===== src/rtl/bus_pkg.sv =====
// Shared definitions for the CPU toggle-handshake I/O bus: command encoding
// and the status register layout used by I/O slaves.
package bus_pkg;

    typedef enum logic [1:0] {
        READ    = 2'b00,
        WRITE   = 2'b01,
        READ_B  = 2'b10,
        WRITE_B = 2'b11
    } bus_cmd_t;

    localparam int ST_EMPTY     = 0;
    localparam int ST_FULL      = 1;
    localparam int ST_BUSY      = 2;
    localparam int ST_COUNT_LSB = 8;

    function automatic logic [15:0] pack_status(input logic [7:0] count,
                                                input logic       busy,
                                                input logic       full,
                                                input logic       empty);
        logic [15:0] s;
        s = '0;
        s[ST_COUNT_LSB +: 8] = count;
        s[ST_BUSY]           = busy;
        s[ST_FULL]           = full;
        s[ST_EMPTY]          = empty;
        return s;
    endfunction

endpackage


===== src/rtl/bus_uart_io_if.sv =====
// Toggle-handshake I/O bus bundle; the CPU side is the master, peripherals
// such as bus_uart_io are slaves.
interface bus_uart_io_if;
    import bus_pkg::*;

    logic [15:0] addr;
    bus_cmd_t    cmd;
    logic        run;
    logic [15:0] wr_data;
    logic [15:0] rd_data;
    logic        done;

    modport master (output addr, output cmd, output run, output wr_data,
                    input rd_data, input done);
    modport slave  (input addr, input cmd, input run, input wr_data,
                    output rd_data, output done);
endinterface


===== src/rtl/bus_uart_io_sync_fifo.sv =====
// Synchronous FIFO with extra-MSB pointers so full and empty stay distinct
// on wrap; a push while full is taken when a pop happens in the same cycle.
module sync_fifo #(
    parameter int WIDTH = 8,
    parameter int DEPTH = 16
) (
    input  logic                   clk,
    input  logic                   reset,
    input  logic                   push,
    input  logic                   pop,
    input  logic [WIDTH-1:0]       wr_data,
    output logic [WIDTH-1:0]       rd_data,
    output logic                   full,
    output logic                   empty,
    output logic [$clog2(DEPTH):0] count
);
    localparam int AW = $clog2(DEPTH);

    logic [WIDTH-1:0] mem_q [DEPTH];
    logic [AW:0]      wr_ptr_q, wr_ptr_d;
    logic [AW:0]      rd_ptr_q, rd_ptr_d;
    logic             do_push;
    logic             do_pop;

    always_comb begin
        do_push  = push && (!full || pop);
        do_pop   = pop && !empty;
        wr_ptr_d = do_push ? wr_ptr_q + (AW+1)'(1) : wr_ptr_q;
        rd_ptr_d = do_pop  ? rd_ptr_q + (AW+1)'(1) : rd_ptr_q;
    end

    always_ff @(posedge clk) begin
        if (reset) begin
            wr_ptr_q <= '0;
            rd_ptr_q <= '0;
        end else begin
            wr_ptr_q <= wr_ptr_d;
            rd_ptr_q <= rd_ptr_d;
        end
    end

    always_ff @(posedge clk) begin
        if (do_push) begin
            mem_q[wr_ptr_q[AW-1:0]] <= wr_data;
        end
    end

    assign count   = wr_ptr_q - rd_ptr_q;
    assign empty   = (wr_ptr_q == rd_ptr_q);
    assign full    = (wr_ptr_q[AW] != rd_ptr_q[AW]) &&
                     (wr_ptr_q[AW-1:0] == rd_ptr_q[AW-1:0]);
    assign rd_data = mem_q[rd_ptr_q[AW-1:0]];

endmodule


===== src/rtl/bus_uart_io.sv =====
// Buffered UART transmitter on the toggle-handshake I/O bus: DATA pushes into
// a TX FIFO, STATUS reports fill level. Define BUS_UART_IO_PARITY_EN for 8E1.
module bus_uart_io
    import bus_pkg::*;
#(
    parameter int          CLK_FREQ   = 27000000,
    parameter int          BAUD       = 115200,
    parameter int          FIFO_DEPTH = 16,
    parameter logic [15:0] BASE_ADDR  = 16'h0000
) (
    input  logic           clk,
    input  logic           reset,
    bus_uart_io_if.slave   bus,
    output logic           uart_txp,
    output logic           tx_idle
);
    localparam int             DIV       = CLK_FREQ / BAUD;
    localparam int             CNT_W     = $clog2(DIV);
    localparam logic [CNT_W-1:0] CNT_MAX = CNT_W'(DIV - 1);
    localparam int             CW        = $clog2(FIFO_DEPTH) + 1;
    localparam logic [15:0]    STAT_ADDR = BASE_ADDR + 16'd2;

    typedef enum logic [2:0] {
        IDLE,
        START,
        DATA,
`ifdef BUS_UART_IO_PARITY_EN
        PAR,
`endif
        STOP
    } tx_state_t;

    tx_state_t         state_q;
    logic [CNT_W-1:0]  cnt_q;
    logic [7:0]        shift_q;
    logic [2:0]        idx_q;
    logic              uart_txp_q;
`ifdef BUS_UART_IO_PARITY_EN
    logic              par_q;
`endif

    logic              done_q, done_d;
    logic [15:0]       rd_data_q, rd_data_d;

    logic              fifo_push, fifo_pop, fifo_full, fifo_empty;
    logic [7:0]        fifo_rdata;
    logic [CW-1:0]     fifo_count;
    logic              baud_tick, tx_busy;
    logic [15:0]       status;
    logic              pending, is_write, is_data, is_status, stall, accept;
    logic              unused_wr_hi;

    sync_fifo #(.WIDTH(8), .DEPTH(FIFO_DEPTH)) u_fifo (
        .clk     (clk),
        .reset   (reset),
        .push    (fifo_push),
        .pop     (fifo_pop),
        .wr_data (bus.wr_data[7:0]),
        .rd_data (fifo_rdata),
        .full    (fifo_full),
        .empty   (fifo_empty),
        .count   (fifo_count)
    );

    assign baud_tick    = (cnt_q == '0);
    assign tx_busy      = (state_q != IDLE);
    assign fifo_pop     = !fifo_empty && ((state_q == IDLE) || (state_q == STOP && baud_tick));
    assign status       = pack_status(8'(fifo_count), tx_busy, fifo_full, fifo_empty);
    assign unused_wr_hi = ^bus.wr_data[15:8];

    // A full FIFO only stalls a DATA write if the shifter is not freeing a slot this cycle.
    always_comb begin
        pending   = (bus.run != done_q);
        is_write  = (bus.cmd == WRITE) || (bus.cmd == WRITE_B);
        is_data   = (bus.addr[15:1] == BASE_ADDR[15:1]);
        is_status = (bus.addr[15:1] == STAT_ADDR[15:1]);
        stall     = is_write && is_data && fifo_full && !fifo_pop;
        accept    = pending && !stall;
        fifo_push = accept && is_write && is_data;
        done_d    = done_q ^ accept;
        rd_data_d = rd_data_q;
        if (accept && !is_write) begin
            rd_data_d = 16'h0000;
            if (is_status) begin
                if (bus.cmd == READ_B) begin
                    rd_data_d = bus.addr[0] ? {8'h00, status[15:8]} : {8'h00, status[7:0]};
                end else begin
                    rd_data_d = status;
                end
            end
        end
    end

    always_ff @(posedge clk) begin
        if (reset) begin
            done_q    <= 1'b0;
            rd_data_q <= 16'h0000;
        end else begin
            done_q    <= done_d;
            rd_data_q <= rd_data_d;
        end
    end

    // Any FIFO pop starts a new frame, which lets STOP chain into START with no idle bit.
    always_ff @(posedge clk) begin
        if (reset) begin
            state_q    <= IDLE;
            cnt_q      <= CNT_MAX;
            shift_q    <= 8'h00;
            idx_q      <= 3'd0;
            uart_txp_q <= 1'b1;
`ifdef BUS_UART_IO_PARITY_EN
            par_q      <= 1'b0;
`endif
        end else begin
            cnt_q <= (state_q == IDLE || baud_tick) ? CNT_MAX : cnt_q - CNT_W'(1);
            unique case (state_q)
                IDLE: uart_txp_q <= 1'b1;
                START: if (baud_tick) begin
                    state_q    <= DATA;
                    uart_txp_q <= shift_q[0];
                    shift_q    <= shift_q >> 1;
                end
                DATA: if (baud_tick) begin
                    idx_q <= idx_q + 3'd1;
                    if (idx_q == 3'd7) begin
`ifdef BUS_UART_IO_PARITY_EN
                        state_q    <= PAR;
                        uart_txp_q <= par_q;
`else
                        state_q    <= STOP;
                        uart_txp_q <= 1'b1;
`endif
                    end else begin
                        uart_txp_q <= shift_q[0];
                        shift_q    <= shift_q >> 1;
                    end
                end
`ifdef BUS_UART_IO_PARITY_EN
                PAR: if (baud_tick) begin
                    state_q    <= STOP;
                    uart_txp_q <= 1'b1;
                end
`endif
                STOP: if (baud_tick) begin
                    state_q    <= IDLE;
                    uart_txp_q <= 1'b1;
                end
                default: state_q <= IDLE;
            endcase
            if (fifo_pop) begin
                state_q    <= START;
                shift_q    <= fifo_rdata;
                cnt_q      <= CNT_MAX;
                uart_txp_q <= 1'b0;
`ifdef BUS_UART_IO_PARITY_EN
                par_q      <= ^fifo_rdata;
`endif
            end
        end
    end

    assign uart_txp    = uart_txp_q;
    assign tx_idle     = fifo_empty && !tx_busy;
    assign bus.done    = done_q;
    assign bus.rd_data = rd_data_q;

endmodule


===== src/flat_wrapper.sv =====
// flat-port wrapper written by rule: the top's interface ports become plain ports
module bus_uart_io_flat import bus_pkg::*;
#(
    parameter int          CLK_FREQ   = 27000000,
    parameter int          BAUD       = 115200,
    parameter int          FIFO_DEPTH = 16,
    parameter logic [15:0] BASE_ADDR  = 16'h0000
)
  (clk, reset, uart_txp, tx_idle, bus_addr, bus_cmd, bus_run, bus_wr_data, bus_rd_data, bus_done);
  bus_uart_io_if bus_i ();
  input  logic clk;
  input  logic reset;
  output logic uart_txp;
  output logic tx_idle;
  input wire logic [$bits(bus_i.addr)-1:0] bus_addr;
  input wire logic [$bits(bus_i.cmd)-1:0] bus_cmd;
  input wire logic [$bits(bus_i.run)-1:0] bus_run;
  input wire logic [$bits(bus_i.wr_data)-1:0] bus_wr_data;
  output wire logic [$bits(bus_i.rd_data)-1:0] bus_rd_data;
  output wire logic [$bits(bus_i.done)-1:0] bus_done;
  assign bus_i.addr = bus_addr;
  assign bus_i.cmd = bus_cmd;
  assign bus_i.run = bus_run;
  assign bus_i.wr_data = bus_wr_data;
  assign bus_rd_data = bus_i.rd_data;
  assign bus_done = bus_i.done;
  bus_uart_io #(.CLK_FREQ(CLK_FREQ), .BAUD(BAUD), .FIFO_DEPTH(FIFO_DEPTH), .BASE_ADDR(BASE_ADDR)) u_core (.clk(clk), .reset(reset), .bus(bus_i), .uart_txp(uart_txp), .tx_idle(tx_idle));
endmodule

===== config.mk =====
export PLATFORM = sky130hd
export DESIGN_NAME = bus_uart_io_flat
export DESIGN_NICKNAME = d
export VERILOG_FILES = /design/src/rtl/bus_pkg.sv /design/src/rtl/bus_uart_io_if.sv /design/src/rtl/bus_uart_io_sync_fifo.sv /design/src/rtl/bus_uart_io.sv /design/src/flat_wrapper.sv
export SDC_FILE = /design/constraint.sdc
export NUM_CORES = 1
export LEC_CHECK = 0
export CAP_MARGIN = 5
export CORE_ASPECT_RATIO = 1.75
export CORE_UTILIZATION = 45
export CTS_CLUSTER_DIAMETER = 50
export DETAILED_ROUTE_END_ITERATION = 12
export HOLD_SLACK_MARGIN = 0.15
export MAX_ROUTING_LAYER = met4
export PLACE_DENSITY = 0.67
export SKIP_CTS_REPAIR_TIMING = 1
export SLEW_MARGIN = 20
export SYNTH_ARGS = -nofsm -noshare
export SYNTH_HDL_FRONTEND = slang
export SYNTH_SLANG_ARGS = --single-unit

===== constraint.sdc =====
create_clock -name clk -period 4.8 [get_ports clk]
set_input_delay 0.48 -clock clk [delete_from_list [all_inputs] [get_ports clk]]
set_output_delay 0.48 -clock clk [all_outputs]
set_load 0.03 [all_outputs]

==> flow_metrics.py <==
metrics = {
    "hold_path": {
        "hp-class": "reg2reg",
    },
    "logic_synthesis": {
        "syn_area_um2": 7300,
        "yosys.area.top_type": "edfxtp_1",
        "synth_cells": 486,
        "yosysWarnings": 0,
        "ys.flop_type": "edfxtp_1",
        "synth_common_cells": "128 x edfxtp_1, 47 x dfxtp_1, 35 x nor2_1, 32 x mux4_2, 30 x nand2_1",
        "ys_top_cells_by_area": "edfxtp_1 53%, dfxtp_1 13%, mux4_2 9.9%, ha_1 2.7%, nor2_1 1.8%",
        "yosysSeqAreaShare_pct": 65.6,
        "synth.most_common_cell": "edfxtp_1",
        "synth_edf_count": 128,
        "synth-seq-cells": 175,
        "ys_types": 50,
        "async_reset_ff_share_pct": 0,
        "yosysTopAreaCellShare_pct": 52.7,
        "synth_area_per_cell_um2": 15.0,
    },
    "setup_path": {
        "crit_arrival_ns": 3.07,
        "cp_data_required_time_ns": 4.86,
        "crit_type": "in2reg",
        "worstSetupStartpointType": "input pin",
        "critPathCaptureType": "flop",
        "critPathMaxFanout": 11,
    },
    "drt": {
        "num_vias": 4132,
        "drtIter0Drc": 204,
        "antenna_left": 0,
        "avgViaCountPerCell": 5.66,
        "dr.pass1.iters": 8,
        "drc": 5,
        "drt_wl_total_um": 14400,
        "met1_length_um": 5410,
        "dr.max_layer_used": "met4",
        "met3WireLength_um": 415,
        "routedWlPerCell_um": 19.7,
        "wl_met2_um": 8390,
    },
    "power_and_ir_drop": {
        "p_sw_share_pct": 27.1,
        "seqPwrFrac_pct": 47.5,
        "cellLeakagePower_nw": 2.68,
        "clkPwrFrac_pct": 34.9,
        "ir_worst_vdd_uv": 224,
        "cellPowerDensity_nw_per_um2": 429,
        "comb_power_share_pct": 17.6,
        "switching_power_w": 0.000975,
        "p_int_w": 0.00263,
    },
    "placement": {
        "routabilityCongestion": 0.827,
        "dpl_cell_area_um2": 7860,
        "dp_hpwl_um": 10100,
        "port_buffers": 41,
    },
    "die": {
        "core_um2": 15900,
        "pin_count": 56,
        "die_h_um": 170,
        "floorplan.die_area_um2": 16700,
        "fp.dieW_um": 98.3,
        "row_count": 61,
        "initial_core_util_pct": 46.0,
    },
    "timing": {
        "min_period_ns": 3.01,
        "final.setup.tns_ns": 0,
        "post-route-period-util_pct": 62.8,
        "fin_skew_ns": 0.00798,
        "rsz0062_at_grt": "false",
        "worstMarginPinSlew_ns": 0.839,
        "setup_viol": 0,
        "hold_violations": 0,
        "max_slew_margin_pct": 44.0,
        "slew_violations": 0,
        "fmax_mhz": 332,
    },
    "cells_and_area": {
        "drive_gt1_share_pct": 13.9,
        "utilization_pct": 52.9,
        "area_growth_pct": 15.2,
        "fin_nets": 582,
        "final_cell_area_um2": 8400,
        "n_antenna_cell": 0,
        "nFillCells": 1309,
    },
    "run": {
        "cap_violations": 0,
    },
    "global_routing": {
        "track_usage_pct": 18.6,
        "grt_max_degree": 41,
        "global_route.overflow_total": 0,
        "grt_pass1_wl_um": 22300,
        "antenna_found_initial": 0,
        "grt_pass1_vias": 4246,
    },
    "clocking": {
        "ctsHtreeMaxLevel": 4,
        "clkLatencyLatePin_ns": 0.42,
        "cts_tree": "yes",
        "cts_root_buffer": "clkbuf_16",
        "cts_made_buffers": 17,
        "clk_pin_slew_ns": 0.07,
        "cts.sinks": 175,
        "cts_buffer_depth": 2,
    },
    "run_status": {
        "violations": "DRC",
        "status": "finished with violations",
    },
}
[flip-flops by register name (all words and copies together) (netlist names), named ones only]
signal / count
u_core.u_fifo.mem_q: 128
u_core.bus.rd_data: 10
u_core.cnt_q: 8
u_core.shift_q: 8
u_core.u_fifo.rd_ptr_q: 5
u_core.u_fifo.wr_ptr_q: 5
u_core.idx_q: 3
u_core.state_q: 2
u_core.uart_txp: 1
[cell usage in the layout (no fill, tap or decap), types with 10 or more instances in the layout]
cell	synthesis	routed
inv_1	12	12
dfxtp_1	47	45
a221oi_1	13	13
edfxtp_1	128	128
clkbuf_16	0	17
nand2_1	30	30
xnor2_1	10	10
mux4_2	32	32
clkdlybuf4s50_1	0	41
and2_1	15	15
ha_1	16	16
a21oi_1	17	17
nor2_1	35	34
[worst max-delay path: stages]
cell and delay [ns]:
clkdlybuf4s50_1 0.41, nor4_1 0.29, nand4_1 0.36, a2111o_1 0.67, nor3_1 0.37, and2_1 0.49
[cells by family (layout without fill, tap and decap cells)]
group / after synthesis / in the layout / share of synthesized area (%)
AO/OA/AOI/OAI: 70 / 70 / 7.15
XOR/XNOR: 17 / 17 / 2.04
adder cells (fa/ha/maj): 17 / 17 / 3.02
buffers and inverters: 39 / 89 / 2.49
flip-flops: 175 / 175 / 65.6
multiplexers: 36 / 36 / 10.4
other: 1 / 6 / 0.0514
AND/OR/NAND/NOR: 131 / 131 / 9.23
[power groups by stage]
stage	Combinational [W]	Sequential [W]	Clock, W
3_3_place_gp	0.000619	0.00174	0
2_1_floorplan	0.000497	0.00172	0
4_1_cts	0.000641	0.00171	0.00128
3_5_place_dp	0.000636	0.00174	0
5_1_grt	0.000699	0.00172	0.00133
6_report	0.000634	0.00171	0.00126
[worst paths after layout]
path                                       from                   endpoint  slack, ns  cells after the start
worst max register to register  u_core.cnt_q[2]  u_core.u_fifo.mem_q[2][0]       1.85                      5
worst max-delay path                bus_addr[2]  u_core.u_fifo.mem_q[2][0]       1.79                      6
worst min-delay path            u_core.cnt_q[0]            u_core.cnt_q[0]       0.42                      1
worst min register to register  u_core.cnt_q[0]            u_core.cnt_q[0]       0.42                      1
[area by class of cell]
type / count / area, um^2 / area share (%)
Clock buffer: 18 / 429 / 5.11
Tap cell: 189 / 236 / 2.81
Timing Repair Buffer: 45 / 440 / 5.24
Multi-Input combinational cell: 277 / 2360 / 28.0
Inverter: 12 / 45.0 / 0.536
Clock inverter: 14 / 109 / 1.30
Sequential cell: 175 / 4790 / 57.0
[metal layers]
layer,global-route usage [%],vias to the layer above
li1,-,1961
met5,-,-
met2,35.9,71
met4,5.71,0
met3,3.74,15
met1,18.3,2085
[per-stage QoR]
| stage | power (W) | instances | hold WS, ns | setup WS (ns) |
|---|---|---|---|---|
| finish | 0.00360 | 730 | 0.419 | 1.79 |
| global placement | 0.00236 | 698 | 0.396 | 1.43 |
| floorplan | 0.00222 | 491 | 0.380 | 1.96 |
| CTS | 0.00363 | 730 | 0.427 | 1.75 |
| detailed placement | 0.00238 | 698 | 0.411 | 1.35 |
| global route | 0.00375 | 730 | 0.440 | 1.52 |
Power figures use the tool's default switching activity.
==> RTL change 1: new RTL, config.mk and constraints unchanged <==
`BAUD` is set to 115200 in 2 places; all go to 57600.
--- a/src/rtl/bus_uart_io.sv
+++ b/src/rtl/bus_uart_io.sv
@@ -5,5 +5,5 @@
 #(
     parameter int          CLK_FREQ   = 27000000,
-    parameter int          BAUD       = 115200,
+    parameter int          BAUD       = 57600,
     parameter int          FIFO_DEPTH = 16,
     parameter logic [15:0] BASE_ADDR  = 16'h0000
--- a/src/flat_wrapper.sv
+++ b/src/flat_wrapper.sv
@@ -3,5 +3,5 @@
 #(
     parameter int          CLK_FREQ   = 27000000,
-    parameter int          BAUD       = 115200,
+    parameter int          BAUD       = 57600,
     parameter int          FIFO_DEPTH = 16,
     parameter logic [15:0] BASE_ADDR  = 16'h0000
Function: no difference found for any inputs over 10 cycles, from zero or initial values and one cycle with reset high; that may be too few to reach the edited logic, so the function may still have changed.
==> RTL change 1 against the unedited design <==
  * Sequential cell count grew 1
  * Power shrank 4.1%
  * Non-clock buffer count grew 3
  * Count of clock-buffer cells in the layout shrank 1
  * First-iteration DRC count grew 15%
  * Final area grew 1.8%
  * Wire length grew 5.4%
  * Worst hold slack lost 0.0097 ns
  * Setup slack lost 0.18 ns
  * Area after synthesis grew 0.53%
  * Final cell count grew 0.96%
  * Largest cell class unchanged
  * Global-route usage grew 1.4 points
  * Sequential share of layout area shrank 0.76 points
  * The run still ends with design-rule violations left
==> RTL change 1: results (changes against the unedited design) <==
* Outcome: finished, violations left (unchanged)
* Failing checks: design-rule violations (unchanged)
* Slew @ Worst Pin at 1.00 ns (was 0.839 ns)
* Footprint of the multi-input gates at 2370 µm² (was 2360 µm²)
* Inst Count DP at 705 (was 698)
* Vias per cell at 5.73 (was 5.66)
* Clock network power at 1.46 mW (was 1.26 mW)
* Drt wl/cell at 20.6 µm (was 19.7 µm)
* Iter 0 DRT Violations at 235 (was 204)
* Maximum VDD drop at 0.000261 V (was 0.000224 V)
* Clk_skew at 0.0124 ns (was 0.00798 ns)
* Synth-to-layout area growth at 16.6% (was 15.2%)
* Drt first pass iters at 9 (was 8)
* Warnings, synthesis at 0 (unchanged)
* Reg2reg start: u_core.u_fifo.wr_ptr_q[2] (was u_core.cnt_q[2])
* R2r setup slk at 1.74 ns (was 1.85 ns)
* Netlist cell types at 45 (was 50)
* Crit-path slowest cell: clkdlybuf4s50_1 (was a2111o_1)
* Non-Clock Inverter Count at 13 (was 12)
* Fraction of the mapped netlist area in adder cells at 3.17% (was 3.02%)
* NonClk Buf Share at 5.41% (was 5.24%)
* FF-to-FF path depth at 6 (was 5)
* P_leak at 2.79 nW (was 2.68 nW)
* ClkCell Share at 7.32% (was 6.40%)
* CP delay by family, top: buffers and inverters (was simple AND/OR/NAND/NOR gates)
* Commonest cells post-synth: edfxtp_1 (128), dfxtp_1 (48), nor2_1 (34) (was edfxtp_1 (128), dfxtp_1 (47), nor2_1 (35))
* Clock power frac at 42.2% (was 34.9%)
* Non-clock buffers at 48 (was 45)
* Clkbuf count at 17 (was 18)
* Layout cells sized above 1 at 15.3% (was 13.9%)
* GR Util All Layers at 20.0% (was 18.6%)
* Placed cell area at 7930 µm² (was 7860 µm²)
* Crit-path max FO at 8 (was 11)
* Worst R2R End: u_core.u_fifo.mem_q[9][2] (was u_core.u_fifo.mem_q[2][0])
* Area contributors post-synth: edfxtp_1 (52%), dfxtp_1 (13%), mux4_2 (9.8%) (was edfxtp_1 (53%), dfxtp_1 (13%), mux4_2 (9.9%))
* DR DRC count at 8 (was 5)
* Seq/Total Area, Yosys at 65.5% (was 65.6%)
* XOR/XNOR share of the synthesized area at 1.67% (was 2.04%)
* Final GP Congestion at 0.830 (was 0.827)
* Reg area at 4810 µm² (was 4790 µm²)
* Vias in the first global route at 4,454 (was 4,246)
* Fill count at 1,285 (was 1,309)
* Mean post-synth cell area at 15.0 µm² (about the same)
* Synth Area in Compound Gates at 6.07% (was 7.15%)
* Sw frac at 23.6% (was 27.1%)
* Pre-CTS setup slack at 1.33 ns (was 1.35 ns)
* Vias at 4,221 (was 4,132)
* Worst EP arrival at 2.71 ns (was 3.07 ns)
* Detail Placement HPWL at 10,400 µm (was 10,100 µm)
* Comb_multi_in at 279 (was 277)
[RTL change 1: cell count changes after synthesis, moves of 6 or more]
cell | before | now
mux2i_1 | 3 | 13
and2_1 | 15 | 2
a22oi_1 | 7 | 17
a211oi_1 | 1 | 9
a221oi_1 | 13 | 1
a22o_1 | 6 | 0
[RTL change 1: worst max path at each step]
stage / from / to / slack (ns)
floorplan: bus_addr[2] / u_core.u_fifo.mem_q[3][0] / 2.21
global placement: bus_addr[12] / u_core.u_fifo.mem_q[11][5] / 1.36
detailed placement: bus_addr[12] / u_core.u_fifo.mem_q[9][5] / 1.33
CTS: u_core.u_fifo.wr_ptr_q[0] / tx_idle / 1.57
global route: u_core.u_fifo.wr_ptr_q[0] / tx_idle / 1.39
finish: u_core.u_fifo.wr_ptr_q[0] / tx_idle / 1.61
[RTL change 1: per-layer routing]
layer | wire length, µm | track usage, %
met1 | 5610 | 19.7
met2 | 8600 | 37.1
met5 | 0 | -
met4 | 430 | 10.2
met3 | 545 | 3.72
==> RTL change 2: new RTL, config.mk and constraints unchanged <==
Without the edit above. Take the reset off `rd_data_q` and load it in a clocked block of its own.
--- a/src/rtl/bus_uart_io.sv
+++ b/src/rtl/bus_uart_io.sv
@@ -95,9 +95,11 @@
         if (reset) begin
             done_q    <= 1'b0;
-            rd_data_q <= 16'h0000;
         end else begin
             done_q    <= done_d;
-            rd_data_q <= rd_data_d;
         end
+    end
+
+    always_ff @(posedge clk) begin
+        rd_data_q <= rd_data_d;
     end
 
Check against the original RTL: not equivalent (Yosys sat finds a counterexample within 4 cycles, from zero or initial values and one cycle with reset high).
==> RTL change 2 against the unedited design <==
  * Final area is 2.0% higher
  * Sequential share of layout area increased by 0.056 points
  * Critical path depth unchanged
  * Critical path type is now reg -> out
  * Via count shrank 0.70%
  * Utilization grew 0.78 points
  * Wire length decreased by 1.6%
  * Setup slack got worse by 0.33 ns
  * Final cell count increased by 0.55%
  * Area after synthesis rose by 1.2%
  * Sequential cell count did not move
Power is not compared: it rests on default switching activity, and its combinational part moved more than twofold at a synthesized area within 25%.
==> RTL change 2: results (changes against the unedited design) <==
* Outcome: finished, final reports clean (was finished, violations left)
* Drt first pass iters at 4 (was 8)
* Clk_skew at 0.0128 ns (was 0.00798 ns)
* FF-to-FF path depth at 6 (was 5)
* Vias at 4,103 (was 4,132)
* Ys flop type: edfxtp_1 (unchanged)
* Post-synth EDFFs at 138 (was 128)
* Inst Count DP at 702 (was 698)
* Crit-path max FO at 8 (was 11)
* Vias per cell at 5.59 (was 5.66)
* Largest net degree at the start of global routing at 33 (was 41)
* Netlist cell types at 54 (was 50)
* Ys async rst share at 0% (unchanged)
* First-pass GRT wire length at 22,300 µm (about the same)
* P_leak at 2.76 nW
* Number of flip-flops in the largest register at 128 (unchanged)
* Worst R2R End: u_core.u_fifo.mem_q[11][5] (was u_core.u_fifo.mem_q[2][0])
* # nets final at 586 (was 582)
* Iter 0 DRT Violations at 268 (was 204)
* Commonest cells post-synth: edfxtp_1 (138), nor2_1 (48), dfxtp_1 (37) (was edfxtp_1 (128), dfxtp_1 (47), nor2_1 (35))
* Routed WL at 14,200 µm (was 14,400 µm)
* Worst EP arrival at 2.87 ns (was 3.07 ns)
* Clock Tree Root: clkbuf_16 (unchanged)
* H-tree levels at 4 (unchanged)
* Synth Area in Compound Gates at 6.73% (was 7.15%)
* GR Util All Layers at 18.4% (was 18.6%)
* Pre-CTS setup slack at 1.32 ns (was 1.35 ns)
* Initial antenna violation count at 0 (unchanged)
* Post-synthesis mux area share at 10.3% (was 10.4%)
* Reg2reg start: u_core.u_fifo.wr_ptr_q[2] (was u_core.cnt_q[2])
* GR Layer Usage met2 at 34.8% (was 35.9%)
* M1 GR Usage at 18.5% (was 18.3%)
* Final GP Congestion at 0.806 (was 0.827)
* GR Util met3 at 2.80% (was 3.74%)
* Worst Setup EP: tx_idle (was u_core.u_fifo.mem_q[2][0])
* Layout cells sized above 1 at 16.1% (was 13.9%)
* Warnings, synthesis at 0 (unchanged)
* Input/output buffers at 41 (unchanged)
* XOR/XNOR share of the synthesized area at 2.02% (was 2.04%)
* GR peak layer: met2 (unchanged)
* Max Root-Sink Buffers at 2 (unchanged)
* Detail Placement HPWL at 9920 µm (was 10,100 µm)
* Fill count at 1,285 (was 1,309)
* Fraction of the mapped netlist area in adder cells at 2.98% (was 3.02%)
* Synth Instances at 487 (was 486)
* Worst relative slew slack at 31.4% (was 44.0%)
* Origin of the worst setup path: u_core.u_fifo.wr_ptr_q[0] (was bus_addr[2])
* Seq/Total Area, Yosys at 66.2% (was 65.6%)
* Area contributors post-synth: edfxtp_1 (56%), dfxtp_1 (10%), mux4_2 (8.8%) (was edfxtp_1 (53%), dfxtp_1 (13%), mux4_2 (9.9%))
* Fmax at 0.299 GHz (was 0.332 GHz)
* Placed cell area at 7940 µm² (was 7860 µm²)
* R2r setup slk at 1.65 ns (was 1.85 ns)
* Vias in the first global route at 4,174 (was 4,246)
RTL change 2: cell types whose count changed in the layout (fill, tap and decap cells not counted), sizes merged, moves of 7 or more:
cell,before,now
a21o,0,7
and2,15,3
dfxtp,47,37
edfxtp,128,138
inv,16,28
mux2i,3,11
nor2,35,49
RTL change 2: cell type report:
| class | instances | area (µm²) | share of cell area, % |
|---|---|---|---|
| Clock buffer | 17 | 425 | 4.96 |
| Clock inverter | 15 | 214 | 2.50 |
| Sequential cell | 175 | 4890 | 57.0 |
| Inverter | 19 | 71.3 | 0.832 |
| Timing Repair Buffer | 47 | 450 | 5.26 |
| Multi-Input combinational cell | 272 | 2290 | 26.7 |
| Tap cell | 189 | 236 | 2.76 |
RTL change 2: power breakdown:
part	internal, mW	leakage, nW	switching (mW)
clock network	0.809	0.314	0.661
logic	0.101	0.900	0.107
registers	1.65	1.55	0.0198
total	2.56	2.76	0.788
RTL change 2: cells by family after synthesis:
logic type / count (synthesis)
buffers and inverters: 45
xor gates and xnor gates: 17
other: 1
DFF: 175
and+or+nand+nor: 125
AOI/OAI and AO/OA: 67
adders and majority gates: 17
muxes: 40
RTL change 2: layer usage:
metal	part of all wire, %	up-vias	routed length [µm]
met4	2.2	0	310
met5	0	-	0
met3	3.1	27	436
met2	57	88	8090
li1	-	1941	-
met1	38	2047	5330
RTL change 2: critical path, stage by stage, from the launching register on:
cell and delay (ns):
dfxtp_1 0.40, inv_1 0.13, ha_1 0.35, nand4_1 0.20
nor2_1 0.46, and2_1 0.23, clkdlybuf4s50_1 0.68
RTL change 2: how the worst min path moves through the flow:
stage                                from              end  slack, ns  depth (start not counted)
after floorplan           u_core.cnt_q[0]  u_core.cnt_q[0]       0.39                          1
after global placement    u_core.cnt_q[0]  u_core.cnt_q[0]       0.40                          1
after detailed placement  u_core.cnt_q[0]  u_core.cnt_q[0]       0.42                          1
after CTS                 u_core.cnt_q[0]  u_core.cnt_q[0]       0.43                          1
after global routing      u_core.cnt_q[0]  u_core.cnt_q[0]       0.45                          1
final                     u_core.cnt_q[0]  u_core.cnt_q[0]       0.43                          1
